--- src/rtl/mux4_rr_arbiter_if.sv ---
// Request/grant bundle between four requesters and the round-robin mux arbiter.
// Latency: none (wires only).
// Backpressure: requesters hold req until granted; the owner releases with done or by dropping req.
//
// Signals:
//   req   [3:0]  request per requester, req[i] selects mux input I(i+1)
//   done  [3:0]  one-cycle release strobe; only the current owner's bit matters
//   grant [3:0]  one-hot grant, zero when nobody owns the mux
//   sel1, sel2   mux select lines S1/S2
//   busy         high while a grant is active
//   timeout      one-cycle pulse when a grant is revoked for holding too long
interface mux4_rr_arbiter_if;
  logic [3:0] req;
  logic [3:0] done;
  logic [3:0] grant;
  logic       sel1;
  logic       sel2;
  logic       busy;
  logic       timeout;

  // Requester side.
  modport master (
    output req,
    output done,
    input  grant,
    input  sel1,
    input  sel2,
    input  busy,
    input  timeout
  );

  // Arbiter side.
  modport slave (
    input  req,
    input  done,
    output grant,
    output sel1,
    output sel2,
    output busy,
    output timeout
  );
endinterface

--- src/rtl/mux4_rr_arbiter.sv ---
// Round-robin arbiter sharing one 4:1 mux among four requesters; drives mux S1/S2 directly.
// Latency: one clock from a request seen in IDLE to a registered grant; 2-cycle owner turnaround.
// Backpressure: none; waiting requesters keep req high and are served in rotating order.
//
// Ports:
//   clk   rising-edge clock
//   rst   asynchronous active-high reset; clears all outputs immediately
//   bus   mux4_rr_arbiter_if.slave (req/done in; grant/sel1/sel2/busy/timeout out)
module mux4_rr_arbiter #(
  parameter int MAX_HOLD = 16,
  parameter int HOLD_W   = 5
) (
  input  logic              clk,
  input  logic              rst,
  mux4_rr_arbiter_if.slave  bus
);

  typedef enum logic [1:0] {
    IDLE  = 2'd0,
    GRANT = 2'd1,
    GAP   = 2'd2
  } state_t;

  // Last hold value at which the owner may still keep the grant.
  localparam logic [HOLD_W-1:0] HOLD_LAST = HOLD_W'(MAX_HOLD - 1);

  state_t            state_q, state_d;
  logic [HOLD_W-1:0] hold_q,  hold_d;
  // last_q doubles as the current owner while in GRANT.
  logic [1:0]        last_q,  last_d;
  logic [3:0]        grant_q, grant_d;
  logic [1:0]        sel_q,   sel_d;
  logic              timeout_q, timeout_d;

  logic [1:0]        winner;
  logic              found;
  logic [1:0]        idx;
  logic              rel_done;
  logic              rel_req;
  logic              hold_hit;

  // Rotating priority: scan last+1, last+2, last+3, last (k=4 wraps to last),
  // so the previous owner is considered last.
  always_comb begin
    winner = last_q;
    found  = 1'b0;
    idx    = 2'd0;
    for (int k = 1; k <= 4; k++) begin
      idx = last_q + 2'(k);
      if (!found && bus.req[idx]) begin
        winner = idx;
        found  = 1'b1;
      end
    end
  end

  assign rel_done = bus.done[last_q];
  assign rel_req  = ~bus.req[last_q];
  assign hold_hit = (hold_q == HOLD_LAST);

  always_comb begin
    state_d   = state_q;
    hold_d    = hold_q;
    last_d    = last_q;
    grant_d   = grant_q;
    sel_d     = sel_q;
    timeout_d = 1'b0;

    unique case (state_q)
      IDLE: begin
        if (found) begin
          state_d = GRANT;
          grant_d = 4'b0001 << winner;
          sel_d   = winner;
          hold_d  = '0;
          last_d  = winner;
        end
      end

      GRANT: begin
        if (rel_done || rel_req || hold_hit) begin
          state_d   = GAP;
          grant_d   = 4'b0000;
          hold_d    = '0;
          // A voluntary release on the same edge takes precedence over the timeout.
          timeout_d = hold_hit && !rel_done && !rel_req;
        end else begin
          hold_d = hold_q + HOLD_W'(1);
        end
      end

      GAP: begin
        state_d = IDLE;
      end

      default: begin
        state_d = IDLE;
        grant_d = 4'b0000;
      end
    endcase
  end

  always_ff @(posedge clk or posedge rst) begin
    if (rst) begin
      state_q   <= IDLE;
      hold_q    <= '0;
      last_q    <= 2'd3;
      grant_q   <= 4'b0000;
      sel_q     <= 2'b00;
      timeout_q <= 1'b0;
    end else begin
      state_q   <= state_d;
      hold_q    <= hold_d;
      last_q    <= last_d;
      grant_q   <= grant_d;
      sel_q     <= sel_d;
      timeout_q <= timeout_d;
    end
  end

  assign bus.grant   = grant_q;
  assign bus.sel1    = sel_q[1];
  assign bus.sel2    = sel_q[0];
  assign bus.busy    = (state_q == GRANT);
  assign bus.timeout = timeout_q;

endmodule
--- src/flat_wrapper.sv ---
// flat-port wrapper written by rule: the top's interface ports become plain ports
module mux4_rr_arbiter_flat 
#(
  parameter int MAX_HOLD = 16,
  parameter int HOLD_W   = 5
)
  (clk, rst, bus_req, bus_done, bus_grant, bus_sel1, bus_sel2, bus_busy, bus_timeout);
  mux4_rr_arbiter_if bus_i ();
  input  logic clk;
  input  logic rst;
  input wire logic [$bits(bus_i.req)-1:0] bus_req;
  input wire logic [$bits(bus_i.done)-1:0] bus_done;
  output wire logic [$bits(bus_i.grant)-1:0] bus_grant;
  output wire logic [$bits(bus_i.sel1)-1:0] bus_sel1;
  output wire logic [$bits(bus_i.sel2)-1:0] bus_sel2;
  output wire logic [$bits(bus_i.busy)-1:0] bus_busy;
  output wire logic [$bits(bus_i.timeout)-1:0] bus_timeout;
  assign bus_i.req = bus_req;
  assign bus_i.done = bus_done;
  assign bus_grant = bus_i.grant;
  assign bus_sel1 = bus_i.sel1;
  assign bus_sel2 = bus_i.sel2;
  assign bus_busy = bus_i.busy;
  assign bus_timeout = bus_i.timeout;
  mux4_rr_arbiter #(.MAX_HOLD(MAX_HOLD), .HOLD_W(HOLD_W)) u_core (.clk(clk), .rst(rst), .bus(bus_i));
endmodule
--- config.mk ---
export PLATFORM = sky130hd
export DESIGN_NAME = mux4_rr_arbiter_flat
export DESIGN_NICKNAME = d
export VERILOG_FILES = /design/src/rtl/mux4_rr_arbiter_if.sv /design/src/rtl/mux4_rr_arbiter.sv /design/src/flat_wrapper.sv
export SDC_FILE = /design/constraint.sdc
export NUM_CORES = 1
export LEC_CHECK = 0
export ABC_AREA = 0
export CELL_PAD_IN_SITES_DETAIL_PLACEMENT = 1
export CELL_PAD_IN_SITES_GLOBAL_PLACEMENT = 2
export CORE_UTILIZATION = 27
export CTS_BUF_LIST = sky130_fd_sc_hd__clkbuf_8 sky130_fd_sc_hd__clkbuf_16
export DETAILED_ROUTE_END_ITERATION = 16
export PLACE_DENSITY_LB_ADDON = 0.08
export SYNTH_ARGS = -nofsm -noshare
export SYNTH_HDL_FRONTEND = slang
export SYNTH_SLANG_ARGS = --single-unit
export TNS_END_PERCENT = 10
--- constraint.sdc ---
create_clock -name clk -period 1.8 [get_ports clk]
set_clock_uncertainty 0.2 [all_clocks]
set_input_delay 0.18 -clock clk [delete_from_list [all_inputs] [get_ports clk]]
set_output_delay 0.18 -clock clk [all_outputs]
set_load 0.05 [all_outputs]
# Word level (Yosys, flattened, before mapping)
# Cells that the tools add are included.
# totals
register_bits,16
latch_bits,0
ramBits,0
rom_bits,0
output_inout_bits,8
elab_cells,68
mem_count,0
# classes
addsub,4
mul,0
div_mod_pow,0
n_lt_le_gt_ge,4
n_eq_ne,5
shift,1
muxes,29
n_bitwise,2
reduce_logical,17
# op_table
operator,n
"2-bit by 3-bit less-than comparator with 1-bit output, second input constant",4
2-bit two-way mux,6
4-bit one-hot mux with 3 select lines,1
1-bit two-way mux,11
1-bit binary-select mux with 2-bit select,5
5-bit two-way mux,2
5-bit one-hot mux with 2 select lines,1
4-bit two-way mux,2
2-bit AND reduction,3
"5-bit by 1-bit adder with 5-bit output, second input constant",1
"5-bit by 4-bit equality test with 1-bit output, second input constant",1
1-bit logical AND,5
"2-bit adder, second input constant",2
1-bit zero test,4
"2-bit by 1-bit inequality test with 1-bit output, second input constant",2
2-bit one-hot mux with 2 select lines,1
"1-bit by 2-bit left shift with 4-bit output, first input constant",1
3-bit AND reduction,1
"2-bit by 1-bit adder with 2-bit output, second input constant",1
"2-bit by 1-bit equality test with 1-bit output, second input constant",1
"2-bit equality test, second input constant",1
2-bit zero test,1
1-bit logical OR,2
1-bit NOT,2
2-bit nonzero test,1

# Depth between registers and ports, before layout
# depth
word_depth,16
mapped_depth,5
mapped_depth_nobuf,5

# Worst setup path before layout
# OpenSTA, ideal clock, no wires.
# synth_timing
path_type,reg2reg
start,register u_core.state_q[1]
end,register u_core.hold_q[4]
t_arrival_ps,2123
required_time_ps,1520
slack_ps,-603
path_stages_with_launch,5
path_buffers,0
cell_sequence,dfrtp_1 -> nor2b_1 -> o21ai_0 -> or3_4 -> o22ai_2
# synth_between
elab_chain_cells,3
elab_cells_between_ends,6
classes_between,eq/ne: 2; mux: 1; reduce/logical: 3
# synth_lines
element,line,source
from (decl),mux4_rr_arbiter.sv:27,"state_t state_q, state_d;"
from (signal assigned),mux4_rr_arbiter.sv:112,state_q <= state_d;
2-bit by 1-bit equality test with 1-bit output (*),-,
named net bus_busy,flat_wrapper.sv:16,output wire logic [$bits(bus_i.busy)-1:0] bus_busy;
2-bit nonzero test (no line),-,
2-bit AND reduction (no line),-,
to (signal assigned),mux4_rr_arbiter.sv:113,hold_q <= hold_d;
to (decl),mux4_rr_arbiter.sv:28,"logic [HOLD_W-1:0] hold_q, hold_d;"
# Mark *: on every way through the listed nets, which the timed path passes. The rest lies on a longest branch.
# A chain may end at the register's enable or synchronous reset.

# Worst setup path after layout
# layout_timing
start,register u_core.last_q[0]
end,register u_core.hold_q[0]
# layout_between
elab_chain_cells,15
elab_cells_between_ends,30
classes_between,add/sub: 3; eq/ne: 1; mux: 16; bitwise: 1; reduce/logical: 9
# layout_lines
element,line,source
from (decl),mux4_rr_arbiter.sv:30,"logic [1:0] last_q, last_d;"
from (signal assigned),mux4_rr_arbiter.sv:114,last_q <= last_d;
2-bit by 1-bit adder with 2-bit output,mux4_rr_arbiter.sv:49,idx = last_q + 2'(k);
1-bit binary-select mux with 2-bit select,mux4_rr_arbiter.sv:50,if (!found && bus.req[idx]) begin
1-bit two-way mux (implied by the code),mux4_rr_arbiter.sv:50,
1-bit two-way mux,mux4_rr_arbiter.sv:50,
1-bit zero test,mux4_rr_arbiter.sv:50,
1-bit logical AND,mux4_rr_arbiter.sv:50,
1-bit two-way mux,mux4_rr_arbiter.sv:50,
1-bit zero test,mux4_rr_arbiter.sv:50,
1-bit logical AND,mux4_rr_arbiter.sv:50,
1-bit two-way mux,mux4_rr_arbiter.sv:50,
1-bit zero test,mux4_rr_arbiter.sv:50,
1-bit logical AND,mux4_rr_arbiter.sv:50,
1-bit two-way mux,mux4_rr_arbiter.sv:50,
2-bit by 1-bit inequality test with 1-bit output (no line),-,
2-bit AND reduction (no line),-,
# Parallel ways exist; a longest one is shown, timed or not. The select of a mux whose other input is x is not followed.

==> metrics.md <==
| Metric | Value |
|---|---|
| Drt total wl | `2.223 mm` |
| CTS tree | `yes` |
| Finish-stage setup viols | `9` |
| Multi-input logic area | `roughly 480 um^2` |
| Number of remaining DRC errors | `2` |
| CTS root buf | `clkbuf_8` |
| Worst Hold Slack | `between 30 and 40 ps` |
| Largest net degree at the start of global routing | `17` |
| Fillers | `approximately 330` |
| Antenna-violating nets left | `0` |
| Register area share after synthesis | `between 40 and 50%` |
| Share of post-route cells with drive strength above 1 | `between 40% and 50%` |
| Number of buffers added on ports | `17` |
| Top Ports | `18` |
| Wire per inst | `between 10 and 15 um` |
| Initial DRC Count | `20` |
| Chip Width | `roughly 58 um` |
| Die Area | `between 3000 and 4000 um^2` |
| Deepest clock path buffer count | `2` |
| Synth Register Bits | `16` |
| Maxcap violations | `0` |
| Max-slew headroom | `approximately four fifths` |
| CP startpoint | `u_core.last_q[0]` |
| Overall Global Routing Usage | `roughly 15%` |
| Synth area leaders | `dfrtp_1 (42%), dfstp_2 (6.2%), a22o_1 (5.2%)` |
| Final Critical Period | `1897 ps` |
| Fin util | `around 47%` |
| # rows | `19` |
| Post-route setup slack | `-96.91 ps` |
| Final hold violation count | `0` |
| CP max stage cell | `mux4_2` |
| Total grt overflow | `0` |
| Fin cells | `approximately 160` |
| Chip height | `~58 um` |
| Vias | `approximately 780` |
| CORE AREA | `2853 um^2` |
| EDFF count, synth | `0` |
| Worst vdd ir | `0.8117 mV` |
| CTS clk-pin slew, worst paths | `roughly 70 ps` |
| Starting Density | `29.52%` |
| Outcome | `finished with violations` |
| Wire length on met3 | `approximately 86 um` |
| Latest clock arrival within the worst-skew pair | `~250 ps` |
| Most frequent cell after synthesis | `dfrtp_1` |
| Placed insts | `about 150` |
| Worst Path Required | `1780 ps` |
| Crit-path leading delay family | `multiplexers` |
| Leakage power total | `approximately 0.65 nW` |
| Fmax | `between 0.5 and 0.6 GHz` |
| Ys Warns | `0` |
| Syn Nets | `approximately 90` |
| Synthesized instance count | `80` |
| Top-area cell type share of the netlist area | `41.60%` |
| H-tree depth | `1` |
| Hold Buf Count CTS | `0` |
| Avg Inst Size Synth | `approximately 11 um^2` |
| Gp weighted congestion | `approximately 0.74` |
| Crit end category | `flip-flop` |
| Hold crit path type | `in2async` |
| Critical Path AT | `between 1500 and 2000 ps` |
| Total CTS buffers | `3` |
| Final period util | `105.4%` |
| Power density over cell area | `1712 nW/um^2` |
| Number of global-route vias before repair | `880` |
| Async S/R FF share, synth | `100.0%` |
| Pre-antenna DRT Iters | `11` |
| Vias per std cell | `a little over 5` |
| Setup Fix Bufs, Post-CTS | `0` |
| Post-DP HPWL | `approximately 1.8 mm` |
| Diodes inserted | `0` |
| Critical path cell sequence | `mux4_2 -> or3_4 -> o21ai_2` |
| Cell taking the most area after synthesis | `dfrtp_1` |
| R2r startpoint | `u_core.last_q[0]` |
| Highest metal used | `met4` |
| Worst-path fanout max | `5` |
| CP Class | `reg2reg` |
| Crit path largest cell delay | `590 ps` |
| Met1 WL | `between 1 and 1.5 mm` |
| Initial antenna violation count | `0` |
| Top cells by count, synth | `dfrtp_1 (14), nand2_1 (7), inv_1 (6), a22o_1 (5), nor2_1 (5)` |
| Detail Route met2 WL | `between 1 and 1.5 mm` |
| Worst setup SP type | `flip-flop` |
| Clock Sinks | `16` |
| Failing checks | `DRC, setup timing` |
| Synthesized cell area | `842.1 um^2` |
| Slew Limit Fails | `0` |
| Final #Nets | `~140` |
| Synth-to-layout area growth | `58.84%` |
| First-pass GRT wire length | `approximately 4.0 mm` |
| Most used DFF post-synth | `dfrtp_1` |
| Reg area | `402.9 um^2` |
| CP Buf/Inv Count | `0` |
| Post-synth cell types | `32` |
| Worst-Margin Slew | `around 320 ps` |
| Total power | `~0.0023 W` |
| RSZ-0062 raised after global routing | `yes` |
area by class of cell:
cell class	count	share of cell area (%)
multi-input cells	58	35.55
repair buffers	40	25.63
well taps	31	2.900
inverters	6	1.684
flip-flops and latches	16	30.12
clock buffers	4	4.116
tightest hold or removal path: cells and delay by family:
kind,cells,cell delay [ps]
buffers and inverters,3,670
path summary, 6_finish.rpt:
path / cells after the start / to / slack, ps
max: 3 / u_core.hold_q[0] / -100
min: 3 / u_core.state_q[1] / 40
max reg2reg: 3 / u_core.hold_q[0] / -100
min reg2reg: 2 / u_core.sel_q[1] / 290
max in group asynchronous: 3 / u_core.last_q[1] / 1110
min in group clk: 2 / u_core.sel_q[1] / 290
flip-flops by register name, summed over array words and instances, names as in the netlist:
signal	flops
u_core.state_q	2
u_core.last_q	2
u_core.bus.grant	4
u_core.bus.timeout	1
u_core.sel_q	2
u_core.hold_q	5
layout by cell type (no fill, tap or decap), drive strengths merged, types with 2 or more instances in the layout:
master / instances
nor3b: 2
or3: 3
nand2: 7
clkdlybuf4s50: 6
o31ai: 2
dfstp: 2
o2bb2ai: 2
a21oi: 4
nand2b: 4
o21ai: 5
a22o: 5
nor3: 3
buf: 31
nor2b: 2
ha: 2
dlygate4sd2: 2
clkbuf: 4
nor2: 5
dfrtp: 14
inv: 6
report_power, final:
group	switching, W	internal [W]	leakage, nW	total (W)
Sequential	0.0000769	0.000504	0.206	0.000581
Clock	0.000122	0.000194	0.0288	0.000316
Combinational	0.000780	0.000613	0.414	0.00139
repair_timing:
| action | in CTS | in global routing |
|---|---|---|
| endpoints found under the setup margin | 14 | 14 |
| pin swaps | 7 | 2 |
| resized for setup | 11 | 4 |
| gates cloned | 0 | 0 |
per-stage QoR:
stage	area, um^2	setup slack, ps	setup TNS (ps)
after floorplan	849.6	-101.3	-528.8
after global placement	1224	-437.4	-4605
after detailed placement	1224	-431.9	-4734
after CTS	1319	-111.0	-537.1
after global routing	1338	-165.5	-1266
final	1338	-96.91	-448.7
per-layer routing:
layer / GRT usage, % / vias to the layer above
met1: 21.53 / 380
met4: 4.082 / 0
met3: 2.902 / 2
met5: 0 / -
li1: - / 383
met2: 24.79 / 14
logic make-up after synthesis:
kind of cell | synth area share [%]
AOI/OAI and AO/OA | 21.99
adders and majority gates | 2.971
buffers and inverters | 2.674
DFF | 47.85
muxes | 3.863
and+or+nand+nor | 20.65
Note: power is estimated with default switching activity, not from simulation.
==> patch: new RTL, same flow settings <==
Encoding of `state_t`: now one-hot (3 bits for 3 states).
--- a/src/rtl/mux4_rr_arbiter.sv
+++ b/src/rtl/mux4_rr_arbiter.sv
@@ -17,6 +17,6 @@
 
-  typedef enum logic [1:0] {
-    IDLE  = 2'd0,
-    GRANT = 2'd1,
-    GAP   = 2'd2
+  typedef enum logic [2:0] {
+    IDLE  = 3'b001,
+    GRANT = 3'b010,
+    GAP   = 3'b100
   } state_t;
Check against the original RTL: no difference found for any inputs over 10 cycles, from zero or initial values and one cycle with rst high; not proved beyond that.
==> patch against the original RTL <==
  * Area after synthesis increased by 5.9%
  * Non-clock buffer count increased by 2
  * Worst hold slack improved by 0.0042 ns
  * The flow finishes with violations (setup timing)
  * Routed wire length increased by 7.8%
  * Power decreased by 4.7%
  * Worst setup slack got worse by 0.078 ns
  * Design area increased by 4.3%
  * Global-route usage decreased by 0.20 points
  * Critical path depth unchanged
  * Via count increased by 1.3%
  * Sequential cell count increased by 1
==> patch: results (changes against the original RTL) <==
detailed_routing:
  routed_wl_mm: 2.40  # +7.8%
  drt_iter0_drc: 19  # -5.0%
  num_vias: 789  # +1.3%
  dr.pass1.iters: 2  # -9
  wl_per_cell_um: 14.0  # -2.3%
place:
  placed_area_mm2: 0.00127  # +4.1%
  gp_congestion: 0.658  # -11%
  dp_cells: 166  # +9.9%
  dp_hpwl_mm: 1.84  # +5.4%
  pre_cts_slack_ns: -0.487  # -0.0555 ns
global_route:
  antenna_found_initial: 0  # unchanged
  first_global_vias: 835  # -5.1%
  grt_pass1_wl_mm: 3.98  # -0.67%
  grt_max_degree: 18  # +1
  grt_usage_pct: 15.3  # -0.20 points
cts:
  cts_inserted_buffers: 3  # unchanged
  clk_latency_ns: 0.25  # about the same
yosys:
  syn_nets: 95  # +3.3%
  synth_area_leaders: "dfrtp_1 39%, dfstp_2 8.8%, nand2b_1 4.9%"
  ys_seq_area_share_pct: 48.1  # +0.26 points
  synthArstFlopShare_pct: 100  # unchanged
  yosys-top-cells-count: "14 x dfrtp_1, 7 x nand2b_1, 6 x inv_1"
  yosys_warnings: 0  # unchanged
  synth_cell_types: 35  # +9.4%
  avgSynthCellArea_um2: 10.7  # +2.1%
sta:
  finalSetupTns_ns: -1.06  # -0.610 ns
  setup_violations: 11  # +2
  tightest_slew_ns: 0.399  # +0.0815 ns
  setup_ws_ns: -0.175  # -0.0783 ns
layout:
  fin_nets: 140  # +2.2%
  drive_gt1_share_pct: 42.5  # -0.22 points
status:
  outcome: "complete, but fails checks"
  violations: "setup timing"
critical_path:
  arrival_ns: 1.92  # +0.04 ns
  crit_fanout: 6  # +1
power_and_ir_drop:
  vdd_drop_max_mv: 1.02  # +26%
  leakage_nw: 0.624  # -3.8%
## patch: kinds of logic after synthesis
family / share of synthesized area, %
AND/OR/NAND/NOR: 20.8
AO/OA/AOI/OAI: 19.4
flip-flops: 48.1
buffers and inverters: 4.35
multiplexers: 3.65
adder cells (fa/ha/maj): 2.80
XOR/XNOR: 0.982
## patch: repair_timing
action,4_1_cts,5_1_grt
buffers inserted,1,0
gates resized for setup,7,8
pin swaps,0,3
setup endpoints to repair,17,16
## patch: per-layer routing
layer	GRT usage (%)	vias to the layer above	routed length [um]
li1	-	389	-
met1	21.6	381	1210
met4	4.08	0	13
met5	0	-	0
met3	3.28	2	99
met2	23.4	17	1070
## patch: final timing paths
kind	start	endpoint	slack, ns	depth (start not counted)
max	u_core.last_q[1]	u_core.state_q[2]	-0.18	3
min	rst	u_core.hold_q[0]	0.04	3
max reg2reg	u_core.last_q[1]	u_core.state_q[2]	-0.18	3
min reg2reg	u_core.bus.grant[0]	u_core.bus.grant[0]	0.30	1
max in group asynchronous	rst	u_core.last_q[1]	1.10	3
min in group clk	u_core.bus.grant[0]	u_core.bus.grant[0]	0.30	1
## patch: layout make-up
class | count | area, um2
clock buffers | 3 | 41.3
well taps | 44 | 55.1
flip-flops and latches | 17 | 429
repair buffers | 42 | 354
inverters | 6 | 22.5
clock inverters | 1 | 5.00
fillers | 371 | 1710
multi-input cells | 58 | 488
## patch: where the power goes
group / internal, mW / switching (mW)
registers: 0.536 / 0.0758
logic: 0.587 / 0.701
clock network: 0.153 / 0.130
## patch: worst max-delay path, cell delays in order (launching register included)
cell and delay (ns):
dfstp_2 0.55, mux4_2 0.56, or3_4 0.40, and2_1 0.17
